**src/rtl/mem_burst_pkg.sv**
```systemverilog
// Shared types and constants for the burst sequencer that drives the 16x8 sync-read memory.
package mem_burst_pkg;

    typedef enum logic [1:0] {
        IDLE = 2'd0,
        WR   = 2'd1,
        RD   = 2'd2
    } state_t;

    localparam logic OP_WR = 1'b0;
    localparam logic OP_RD = 1'b1;

endpackage

```
**src/rtl/mem_burst_rdbuf.sv**
```systemverilog
// Two-entry read-data FIFO that absorbs the memory's one-cycle read latency.
module mem_burst_rdbuf #(
    parameter int DW = 8
) (
    input  logic          clk,
    input  logic          rst,
    input  logic          i_push,
    input  logic [DW-1:0] i_data,
    input  logic          i_pop,
    output logic          o_valid,
    output logic [DW-1:0] o_data,
    output logic [1:0]    o_count
);

    logic [DW-1:0] r_mem [2];
    logic          r_wp;
    logic          r_rp;
    logic [1:0]    r_cnt;

    // A push while full is only ever issued together with a pop, so the slot being
    // overwritten is the head that leaves this same cycle.
    always_ff @(posedge clk) begin
        if (!rst) begin
            r_mem[0] <= '0;
            r_mem[1] <= '0;
            r_wp     <= 1'b0;
            r_rp     <= 1'b0;
            r_cnt    <= 2'd0;
        end else begin
            if (i_push) begin
                r_mem[r_wp] <= i_data;
                r_wp        <= ~r_wp;
            end
            if (i_pop) begin
                r_rp <= ~r_rp;
            end
            r_cnt <= r_cnt + {1'b0, i_push} - {1'b0, i_pop};
        end
    end

    assign o_valid = (r_cnt != 2'd0);
    assign o_data  = r_mem[r_rp];
    assign o_count = r_cnt;

endmodule

```
**src/rtl/mem_burst_ctrl.sv**
```systemverilog
// Burst command sequencer: turns write/read burst commands into one memory beat per cycle.
module mem_burst_ctrl
    import mem_burst_pkg::*;
#(
    parameter int AW = 4,
    parameter int DW = 8,
    parameter int LW = 5
) (
    input  logic          clk,
    input  logic          rst,
    input  logic          cmd_valid,
    output logic          cmd_ready,
    input  logic          cmd_op,
    input  logic [AW-1:0] cmd_addr,
    input  logic [LW-1:0] cmd_len,
    input  logic          wr_valid,
    output logic          wr_ready,
    input  logic [DW-1:0] wr_data,
    output logic          rd_valid,
    input  logic          rd_ready,
    output logic [DW-1:0] rd_data,
    output logic          done,
    output logic          busy,
    output logic [AW-1:0] mem_adr,
    output logic          mem_we,
    output logic [DW-1:0] mem_dat_w,
    input  logic [DW-1:0] mem_dat_r
);

    state_t        r_state;
    state_t        w_next;
    logic [AW-1:0] r_addr;
    logic [LW-1:0] r_issue_rem;
    logic [LW-1:0] r_pop_rem;
    logic          r_inflight;
    logic          r_done;
    logic [AW-1:0] r_mem_adr;

    logic          w_cmd_fire;
    logic          w_cmd_rd;
    logic          w_wr_beat;
    logic          w_pop;
    logic          w_room;
    logic          w_rd_issue;
    logic [AW-1:0] w_issue_adr;
    logic          w_buf_valid;
    logic [DW-1:0] w_buf_data;
    logic [1:0]    w_buf_cnt;

    assign cmd_ready  = rst && (r_state == IDLE);
    assign w_cmd_fire = cmd_valid && cmd_ready;
    assign w_cmd_rd   = w_cmd_fire && (cmd_op == OP_RD) && (cmd_len != '0);
    assign w_wr_beat  = (r_state == WR) && wr_valid;
    assign w_pop      = w_buf_valid && rd_ready;

    // A pop this cycle frees a slot, which keeps a full-rate stream at one beat per cycle.
    assign w_room = ({1'b0, w_buf_cnt} + {2'b0, r_inflight}) < (3'd2 + {2'b0, w_pop});

    // The first read address goes out in the handshake cycle itself so that data is
    // ready two cycles after the command.
    assign w_rd_issue  = w_cmd_rd || ((r_state == RD) && (r_issue_rem != '0) && w_room);
    assign w_issue_adr = w_cmd_rd ? cmd_addr : r_addr;

    assign mem_we    = w_wr_beat;
    assign mem_adr   = w_wr_beat ? r_addr : (w_rd_issue ? w_issue_adr : r_mem_adr);
    assign mem_dat_w = w_wr_beat ? wr_data : '0;
    assign wr_ready  = (r_state == WR);
    assign rd_valid  = w_buf_valid;
    assign rd_data   = w_buf_data;
    assign done      = r_done;
    assign busy      = (r_state != IDLE);

    always_comb begin
        w_next = r_state;
        case (r_state)
            IDLE: if (w_cmd_fire && (cmd_len != '0)) w_next = (cmd_op == OP_RD) ? RD : WR;
            WR:   if (w_wr_beat && (r_issue_rem == LW'(1))) w_next = IDLE;
            RD:   if (w_pop && (r_pop_rem == LW'(1))) w_next = IDLE;
            default: w_next = IDLE;
        endcase
    end

    always_ff @(posedge clk) begin
        if (!rst) begin
            r_state     <= IDLE;
            r_addr      <= '0;
            r_issue_rem <= '0;
            r_pop_rem   <= '0;
            r_inflight  <= 1'b0;
            r_done      <= 1'b0;
            r_mem_adr   <= '0;
        end else begin
            r_state    <= w_next;
            r_inflight <= w_rd_issue;
            r_done     <= (w_cmd_fire && (cmd_len == '0))
                       || (w_wr_beat && (r_issue_rem == LW'(1)))
                       || ((r_state == RD) && w_pop && (r_pop_rem == LW'(1)));
            if (w_wr_beat || w_rd_issue) begin
                r_mem_adr <= mem_adr;
            end
            if (w_cmd_fire) begin
                if (w_cmd_rd) begin
                    r_addr      <= cmd_addr + AW'(1);
                    r_issue_rem <= cmd_len - LW'(1);
                end else begin
                    r_addr      <= cmd_addr;
                    r_issue_rem <= cmd_len;
                end
                r_pop_rem <= cmd_len;
            end else begin
                if (w_wr_beat || w_rd_issue) begin
                    r_addr      <= r_addr + AW'(1);
                    r_issue_rem <= r_issue_rem - LW'(1);
                end
                if (w_pop) begin
                    r_pop_rem <= r_pop_rem - LW'(1);
                end
            end
        end
    end

    mem_burst_rdbuf #(.DW(DW)) u_rdbuf (
        .clk     (clk),
        .rst     (rst),
        .i_push  (r_inflight),
        .i_data  (mem_dat_r),
        .i_pop   (w_pop),
        .o_valid (w_buf_valid),
        .o_data  (w_buf_data),
        .o_count (w_buf_cnt)
    );

endmodule

```
**config.mk**
```make
export PLATFORM = sky130hd
export DESIGN_NAME = mem_burst_ctrl
export DESIGN_NICKNAME = d
export VERILOG_FILES = /design/src/rtl/mem_burst_pkg.sv /design/src/rtl/mem_burst_rdbuf.sv /design/src/rtl/mem_burst_ctrl.sv
export SDC_FILE = /design/constraint.sdc
export NUM_CORES = 1
export LEC_CHECK = 0
export BUFFER_PORTS_ARGS = -buffer_cell sky130_fd_sc_hd__buf_2
export CAP_MARGIN = 20
export CORE_MARGIN = 2
export CORE_UTILIZATION = 45
export DETAILED_ROUTE_END_ITERATION = 12
export GPL_ROUTABILITY_DRIVEN = 0
export PLACE_DENSITY_LB_ADDON = 0.08
export SYNTH_ARGS = -nofsm -noshare
export SYNTH_HDL_FRONTEND = slang
export SYNTH_SLANG_ARGS = --single-unit
```
**constraint.sdc**
```tcl
create_clock -name clk -period 2.1 [get_ports clk]
set_input_delay 0.105 -clock clk [delete_from_list [all_inputs] [get_ports clk]]
set_output_delay 0.105 -clock clk [all_outputs]
set_load 0.03 [all_outputs]
```
==> results by group, run 1 <==
Final layout
  – Area delta synth->final: 29.2%
  – Nets: 374
  – Fill cells: 482
  – Final cell count without fillers: 405
  – Inserted Diodes: 0
  – Layout cells sized above 1: 37.5%
  – Storage element area: 0.00103 mm^2
  – Post-route cell area: 0.00321 mm^2
  – Multi-input gate area: 0.00142 mm^2
  – Final Util: 59.4%

Global route
  – Number of global-route vias before repair: 1994
  – First-pass GRT wire length: 9310 um
  – Total GRT Usage: 19.5%
  – Routing usage on met2: 34.9%
  – GR Util met3: 4.02%
  – GRT Residual Overflow: 0
  – M1 GR Usage: 23.8%
  – Global route hottest layer: met2
  – Pin count of the biggest net entering global routing: 25
  – Initial antenna violation count: 0

Routing
  – Routed Antenna Nets: 0
  – Initial DRC count: 120
  – Vias: 2094
  – Drt first pass iters: 4
  – Vias per cell: 5.17
  – Final WL: 5810 um
  – DRC Markers: 0
  – WL/cell: 14.4 um

Floorplanning
  – Initial core utilization: 46.0%
  – Die area: 0.00613 mm^2
  – Die width: 78.3 um
  – Core Region: 0.00541 mm^2
  – FP Rows: 27
  – Die height: 78.3 um
  – Ports: 57

STA
  – Tmin final: 2130 ps
  – Total negative setup slack: -29.9 ps
  – Final slew viol count: 0
  – Worst Hold Slack: 95.0 ps
  – Worst-Margin Slew: 559 ps
  – Worst Slack Setup Final: -29.0 ps
  – Skew final: 5.22 ps
  – Final hold viol count: 0
  – Final Cycle Share: 101%
  – RSZ-0062 raised after global routing: true
  – Final setup fails: 2
  – Max-slew headroom: 62.2%
  – Achievable Freq: 470 MHz

Critical path
  – Max stage delay on crit path: 390 ps
  – Crit path launch type: flop
  – CP max FO: 6
  – Worst Path Required: 2000 ps
  – CP delay by family, top: simple AND/OR/NAND/NOR gates
  – Slowest CP cell: or3_4
  – Worst path bufs/invs: 2
  – Critical Path AT: 2020 ps
  – Cell Chain, Critical Path: inv_2, ha_4, nor4b_4, or3_4, o21ai_4, a22o_1, or2_1, buf_6
  – CP endpoint kind: output pin
  – Critical path type: reg2out

Placed design
  – Detailed placement HPWL: 4320 um
  – Placed cells: 387
  – Place WS: 63.0 ps
  – Placed Area: 0.00290 mm^2
  – # port buffers: 56

CTS
  – CTS buffer count: 5
  – Clk Tree Root Cell: clkbuf_8
  – Worst-path clk slew: 80 ps
  – TritonCTS clock tree: built
  – # clock sinks: 43
  – CTS max path bufs: 2
  – CTS H-tree lvls: 2
  – Skew-Pair Late Insertion Delay: 290 ps

Pwr
  – Pwr dens: 785 mW/mm^2
  – Power after layout: 2.52 mW
  – Leak: 1.42 nW
  – Max IR drop VDD: 0.433 mV

Yosys
  – Syn Area/Cell: 9.71 um^2
  – Leading post-synthesis cells by cell area: dfxtp_1, edfxtp_1, and2_1
  – Post-synthesis net count: 298
  – Mapped Cells: 256
  – Synth Flop Type: dfxtp_1
  – Register area share after synthesis: 41.1%
  – Yosys warns: 0
  – Share of the synthesized area in the top cell type: 21.8%
  – Post-synth ARST share: 0%
  – Largest area contributor in the synthesized netlist: dfxtp_1
  – Library cells used by synthesis: 56
  – Mapped Area: 0.00248 mm^2
  – Post-synth EDFFs: 16
  – Register bit total from synthesis: 43

Hold path
  – Hold Crit Class: in2reg

Status
  – Failing checks: setup timing
  – Outcome: complete, but fails checks

Job
  – MaxCap Viol Count: 0
-- sequential cells by signal, indices dropped and copies added, names as in the netlist, named ones only --
register and flops:
u_rdbuf.o_count 2, u_rdbuf.r_rp 1, r_addr 4, r_issue_rem 5
r_mem_adr 4, r_inflight 1, r_pop_rem 5, done 1
u_rdbuf.r_wp 1, r_state 2, u_rdbuf.r_mem 16
-- power by group --
group / switching [mW] / internal, mW / total (mW) / leakage (nW)
registers: 0.0822 / 0.948 / 1.03 / 0.389
clock network: 0.279 / 0.475 / 0.754 / 0.0654
logic: 0.400 / 0.336 / 0.736 / 0.969
-- path summary, 6_finish.rpt --
path / from / slack [ps] / depth (start not counted) / to
hold / removal: mem_dat_r[0] / 100 / 2 / u_rdbuf.r_mem[0][0]
setup reg to reg: r_issue_rem[1] / 190 / 9 / r_issue_rem[2]
hold reg to reg: u_rdbuf.r_rp / 510 / 2 / flop
setup / recovery: r_issue_rem[1] / -30 / 8 / mem_adr[3]
-- layout make-up --
| cell class | instances | area share [%] |
|---|---|---|
| Multi-Input combinational cell | 186 | 44.1 |
| Timing Repair Buffer | 81 | 15.2 |
| Inverter | 15 | 1.75 |
| Clock buffer | 6 | 2.26 |
| Sequential cell | 43 | 32.0 |
| Tap cell | 72 | 2.81 |
| Clock inverter | 2 | 1.87 |
-- worst reg2reg max path, delay by kind of cell (launching register included) --
family	cells	cell delay, ps
AOI/OAI and AO/OA	1	210
adders and majority gates	1	150
buffers and inverters	3	340
DFF	1	340
and+or+nand+nor	4	780
-- timing repair --
action | 4_1_cts | 5_1_grt
pin swaps | 7 | 7
resized for setup | 20 | 8
endpoints found under the setup margin | 4 | 4
buffers inserted | 6 | 4
hold buffers | 0 | 0
-- per-layer routing --
| layer | vias to the layer above | routed length, um |
|---|---|---|
| met5 | - | 0 |
| met4 | 0 | 57 |
| met2 | 44 | 2960 |
| li1 | 1068 | - |
| met3 | 5 | 268 |
| met1 | 977 | 2520 |
-- placed cells by master (no fill, tap or decap), drive strengths merged, types with 4 or more instances in the layout --
master,synthesis,final
and2,27,27
a211oi,5,5
inv,14,14
clkbuf,4,6
nor4,4,4
nor2,16,16
a21oi,7,7
nand3,7,7
o211ai,4,4
nor3,13,13
buf,8,81
edfxtp,16,16
ha,11,11
nand2,15,15
and3,6,6
o21ai,11,11
xnor2,6,6
mux2,9,9
or2,4,4
dfxtp,27,27
xor2,6,6
-- cells by family after synthesis --
group / share of synthesized area, %
DFF: 41.1
xor gates and xnor gates: 4.23
muxes: 4.23
AOI/OAI and AO/OA: 13.5
buffers and inverters: 4.98
adders and majority gates: 5.54
and+or+nand+nor: 26.4
-- cells in the mapped netlist (4+ instances only) --
cell       n
dfxtp_1   27
xor2_1     6
inv_1     14
nor2_1    16
a21oi_1    5
nor3_1    13
mux2_2     8
o21ai_0    9
clkbuf_1   4
xnor2_1    6
and2_1    27
ha_1      11
nand2_1   14
buf_2      6
nand3_1    6
edfxtp_1  16
and3_1     6
a211oi_1   4
(Power assumes the default switching activity.)
==> inputs of run 2 (changes only) <==
Settings changed: SKIP_CTS_REPAIR_TIMING from default to 1.
==> results by group, run 2 (synthesis results as in run 1) <==
CTS
  – CTS H-tree lvls: 2
  – Worst-path clk slew: 80 ps
  – Clk Tree Root Cell: clkbuf_8
  – CTS buffer count: 5
  – CTS max path bufs: 2
  – Skew-Pair Late Insertion Delay: 290 ps
  – TritonCTS clock tree: built
  – # clock sinks: 43

Pwr
  – Int Pwr: 1.74 mW
  – Psw: 0.752 mW
  – Reg power frac: 41.2%
  – Clock power share: 30.1%
  – Switch share: 30.1%
  – Power after layout: 2.50 mW
  – Leak: 1.40 nW
  – Max IR drop VDD: 0.437 mV
  – Logic pwr share: 28.7%
  – Pwr dens: 788 mW/mm^2

STA
  – Max-slew headroom: 61.4%
  – Final slew viol count: 0
  – Final Cycle Share: 103%
  – Final hold viol count: 0
  – Final setup fails: 3
  – Tmin final: 2160 ps
  – Worst-Margin Slew: 571 ps
  – RSZ-0062 raised after global routing: true
  – Total negative setup slack: -167 ps
  – Achievable Freq: 462 MHz
  – Worst Slack Setup Final: -62.7 ps
  – Skew final: 4.86 ps

Final layout
  – Top Registers: u_rdbuf.r_mem x16, r_issue_rem x5, r_pop_rem x5
  – Final cell count without fillers: 401
  – Nets: 370
  – Inserted Diodes: 0
  – Max reg flops: 16
  – Most frequent cells in the layout: buf_2, and2_1, dfxtp_1, buf_4
  – Most flops, register: u_rdbuf.r_mem
  – Post-route cell area: 0.00317 mm^2
  – Commonest non-fill, non-tap cell in the layout: buf_2
  – Fill cells: 484
  – Layout cells sized above 1: 36.2%
  – Area delta synth->final: 27.5%

Routing
  – Vias per cell: 5.13
  – Routed Antenna Nets: 0
  – WL/cell: 14.4 um
  – DRC Markers: 0
  – Initial DRC count: 121
  – Vias: 2058
  – Final WL: 5770 um
  – Drt first pass iters: 4

Floorplanning
  – FP Rows: 27
  – Die area: 0.00613 mm^2
  – Core Region: 0.00541 mm^2
  – Ports: 57
  – Initial core utilization: 46.0%
  – Die width: 78.3 um
  – Die height: 78.3 um

Placed design
  – Detailed placement HPWL: 4320 um
  – Place WS: 63.0 ps
  – Placed cells: 387
  – Placed Area: 0.00290 mm^2
  – # port buffers: 56

Status
  – Failing checks: setup timing
  – Outcome: complete, but fails checks

Global route
  – Number of global-route vias before repair: 1922
  – First-pass GRT wire length: 8960 um
  – Initial antenna violation count: 0
  – Total GRT Usage: 18.8%
  – GRT Residual Overflow: 0
  – Pin count of the biggest net entering global routing: 25

Critical path
  – Critical path type: reg2out
  – Worst Path Required: 2000 ps
  – CP endpoint kind: output pin
  – Crit path launch type: flop
  – Critical Path AT: 2060 ps
  – CP max FO: 6

Job
  – MaxCap Viol Count: 0

Hold path
  – Hold Crit Class: in2reg
## run 2: cell types whose count changed in the layout (fill, tap and decap cells not counted), sizes merged
cell    delta
clkbuf     +1
buf        -5
## run 2: layout make-up
class                   instances  area [um^2]  area share, %
multi-input cells             186         1410           44.3
inverters                      15         56.3           1.78
clock buffers                   6         72.6           2.29
flip-flops and latches         43         1020           32.3
well taps                      72         90.1           2.84
clock inverters                 2         60.1           1.89
repair buffers                 77          460           14.5
## run 2: metrics by stage
stage                     utilization (%)  hold WS (ps)
after global routing                 58.6          84.4
after CTS                            56.1          92.4
after detailed placement             53.7           399
after floorplan                         -           241
final                                58.6          97.5
after global placement               53.7           394
## run 2: critical path, stage by stage (launching register included)
cell	delay, ps
dfxtp_2	360
inv_2	50
ha_4	150
nor4b_4	140
or3_4	410
o21ai_4	230
a22o_1	180
or2_1	120
buf_6	130
## run 2: final timing paths
kind	slack [ps]	endpoint	startpoint	cells past startpoint
worst max-delay path	-60	mem_adr[3]	r_issue_rem[0]	8
worst min-delay path	100	u_rdbuf.r_mem[1][1]	mem_dat_r[1]	2
worst max register to register	140	r_issue_rem[2]	r_issue_rem[0]	9
worst min register to register	510	r_mem_adr[1]	r_mem_adr[1]	2
## run 2: power by group through the flow
stage               Combinational, mW  Sequential, mW  Clock, mW
finish                          0.716            1.03      0.752
global route                    0.786            1.04      0.804
CTS                             0.657            1.02      0.772
detailed placement              0.652            1.04          0
global placement                0.645            1.04          0
floorplan                       0.490            1.01          0
## run 2: per-layer routing
| layer | vias to the layer above | share of wire [%] | global-route usage [%] |
|---|---|---|---|
| met5 | - | 0 | 0 |
| met4 | 0 | 0.75 | 5.61 |
| met3 | 4 | 4.1 | 4.02 |
| met2 | 43 | 51 | 33.0 |
| met1 | 951 | 44 | 23.3 |
| li1 | 1060 | - | - |
==> inputs of run 3 (changes only) <==
Settings changed: CORE_ASPECT_RATIO from default to 0.9.
==> results by group, run 3 (synthesis results as in run 1) <==
Routing
  – Vias per cell: 5.37
  – Initial DRC count: 169
  – Routed Antenna Nets: 0
  – WL/cell: 14.7 um
  – Vias: 2116
  – Drt first pass iters: 4
  – DRC Markers: 0
  – Final WL: 5790 um

STA
  – Tmin final: 2190 ps
  – Worst Slack Setup Final: -88.3 ps
  – RSZ-0062 raised after global routing: true
  – Final setup fails: 3
  – Final hold viol count: 0
  – Final Cycle Share: 104%
  – Skew final: 8.62 ps
  – Total negative setup slack: -180 ps
  – Max-slew headroom: 49.5%
  – Worst-Margin Slew: 751 ps
  – Achievable Freq: 457 MHz
  – Final slew viol count: 0

Hold path
  – Hold Crit Class: in2reg

Floorplanning
  – Die area: 0.00613 mm^2
  – Die width: 82.3 um
  – FP Rows: 25
  – Initial core utilization: 47.0%
  – Core Region: 0.00529 mm^2
  – Die height: 74.5 um
  – Ports: 57

Critical path
  – Critical path type: reg2out
  – Cell Chain, Critical Path: inv_2, ha_4, nor4b_4, or3_4, o21ai_4, a22o_1, or2_1, buf_6
  – Worst Path Required: 2000 ps
  – Slowest CP cell: or3_4
  – CP max FO: 6
  – Crit path launch type: flop
  – Critical Path AT: 2080 ps
  – CP endpoint kind: output pin
  – Worst path bufs/invs: 2
  – Max stage delay on crit path: 410 ps
  – CP delay by family, top: simple AND/OR/NAND/NOR gates

CTS
  – Skew-Pair Late Insertion Delay: 290 ps
  – TritonCTS clock tree: built
  – Worst-path clk slew: 90 ps
  – Clk Tree Root Cell: clkbuf_8
  – CTS buffer count: 5
  – CTS max path bufs: 2
  – # clock sinks: 43
  – CTS H-tree lvls: 2

Final layout
  – Max reg flops: 16
  – Top Registers: u_rdbuf.r_mem x16, r_issue_rem x5, r_pop_rem x5
  – Most frequent cells in the layout: buf_2, and2_1, dfxtp_1, buf_4
  – Layout cells sized above 1: 35.8%
  – Nets: 368
  – Post-route cell area: 0.00310 mm^2
  – Area delta synth->final: 24.8%
  – Commonest non-fill, non-tap cell in the layout: buf_2
  – Inserted Diodes: 0
  – Most flops, register: u_rdbuf.r_mem

Pwr
  – Pwr dens: 761 mW/mm^2
  – Max IR drop VDD: 0.498 mV
  – Leak: 1.39 nW

Placed design
  – Placed Area: 0.00287 mm^2
  – # port buffers: 56
  – Detailed placement HPWL: 4240 um

Job
  – MaxCap Viol Count: 0

Status
  – Outcome: complete, but fails checks
  – Failing checks: setup timing

Global route
  – GRT Residual Overflow: 0
  – First-pass GRT wire length: 8860 um
  – Number of global-route vias before repair: 1851
  – Initial antenna violation count: 0
  – Pin count of the biggest net entering global routing: 25
  – Total GRT Usage: 19.1%
run 3: changes by cell type in the layout (fill, tap and decap cells not counted), sizes merged:
cell	previous run	this run
clkinv	1	3
bufinv	2	1
clkbuf	7	5
buf	76	75
run 3: per-stage QoR:
stage | util, % | setup slack, ps | hold slack (ps) | power, mW | std cells
after floorplan | - | 175 | 241 | 1.50 | 256
after global placement | 54.3 | 119 | 391 | 1.68 | 379
after detailed placement | 54.3 | 98.0 | 396 | 1.68 | 379
after CTS | 56.4 | -238 | 95.2 | 2.32 | 387
after global routing | 58.7 | -168 | 97.3 | 2.48 | 394
final | 58.7 | -88.3 | 100 | 2.36 | 394
run 3: layout make-up:
type,instances,area (um^2)
Tap cell,67,83.8
Sequential cell,43,1020
Clock inverter,3,38.8
Inverter,15,56.3
Timing Repair Buffer,75,448
Clock buffer,5,68.8
Multi-Input combinational cell,186,1380
Fill cell,464,2180
run 3: worst paths after layout:
kind,startpoint,to,slack [ps],depth (start not counted)
hold / removal,mem_dat_r[6],u_rdbuf.r_mem[1][6],100,2
setup / recovery,r_issue_rem[0],mem_adr[2],-90,8
hold reg to reg,u_rdbuf.r_rp,flop,500,2
setup reg to reg,r_issue_rem[0],r_issue_rem[0],150,9
run 3: power by group:
part	internal (mW)	switching [mW]
registers	0.948	0.0808
logic	0.308	0.385
clock network	0.349	0.290
run 3: routing by layer:
metal | vias up | wire [um] | track usage, %
met2 | 68 | 2540 | 29.4
li1 | 1065 | - | -
met1 | 977 | 2790 | 28.4
met5 | - | 0 | 0
met4 | 0 | 61 | 3.33
met3 | 6 | 403 | 3.64
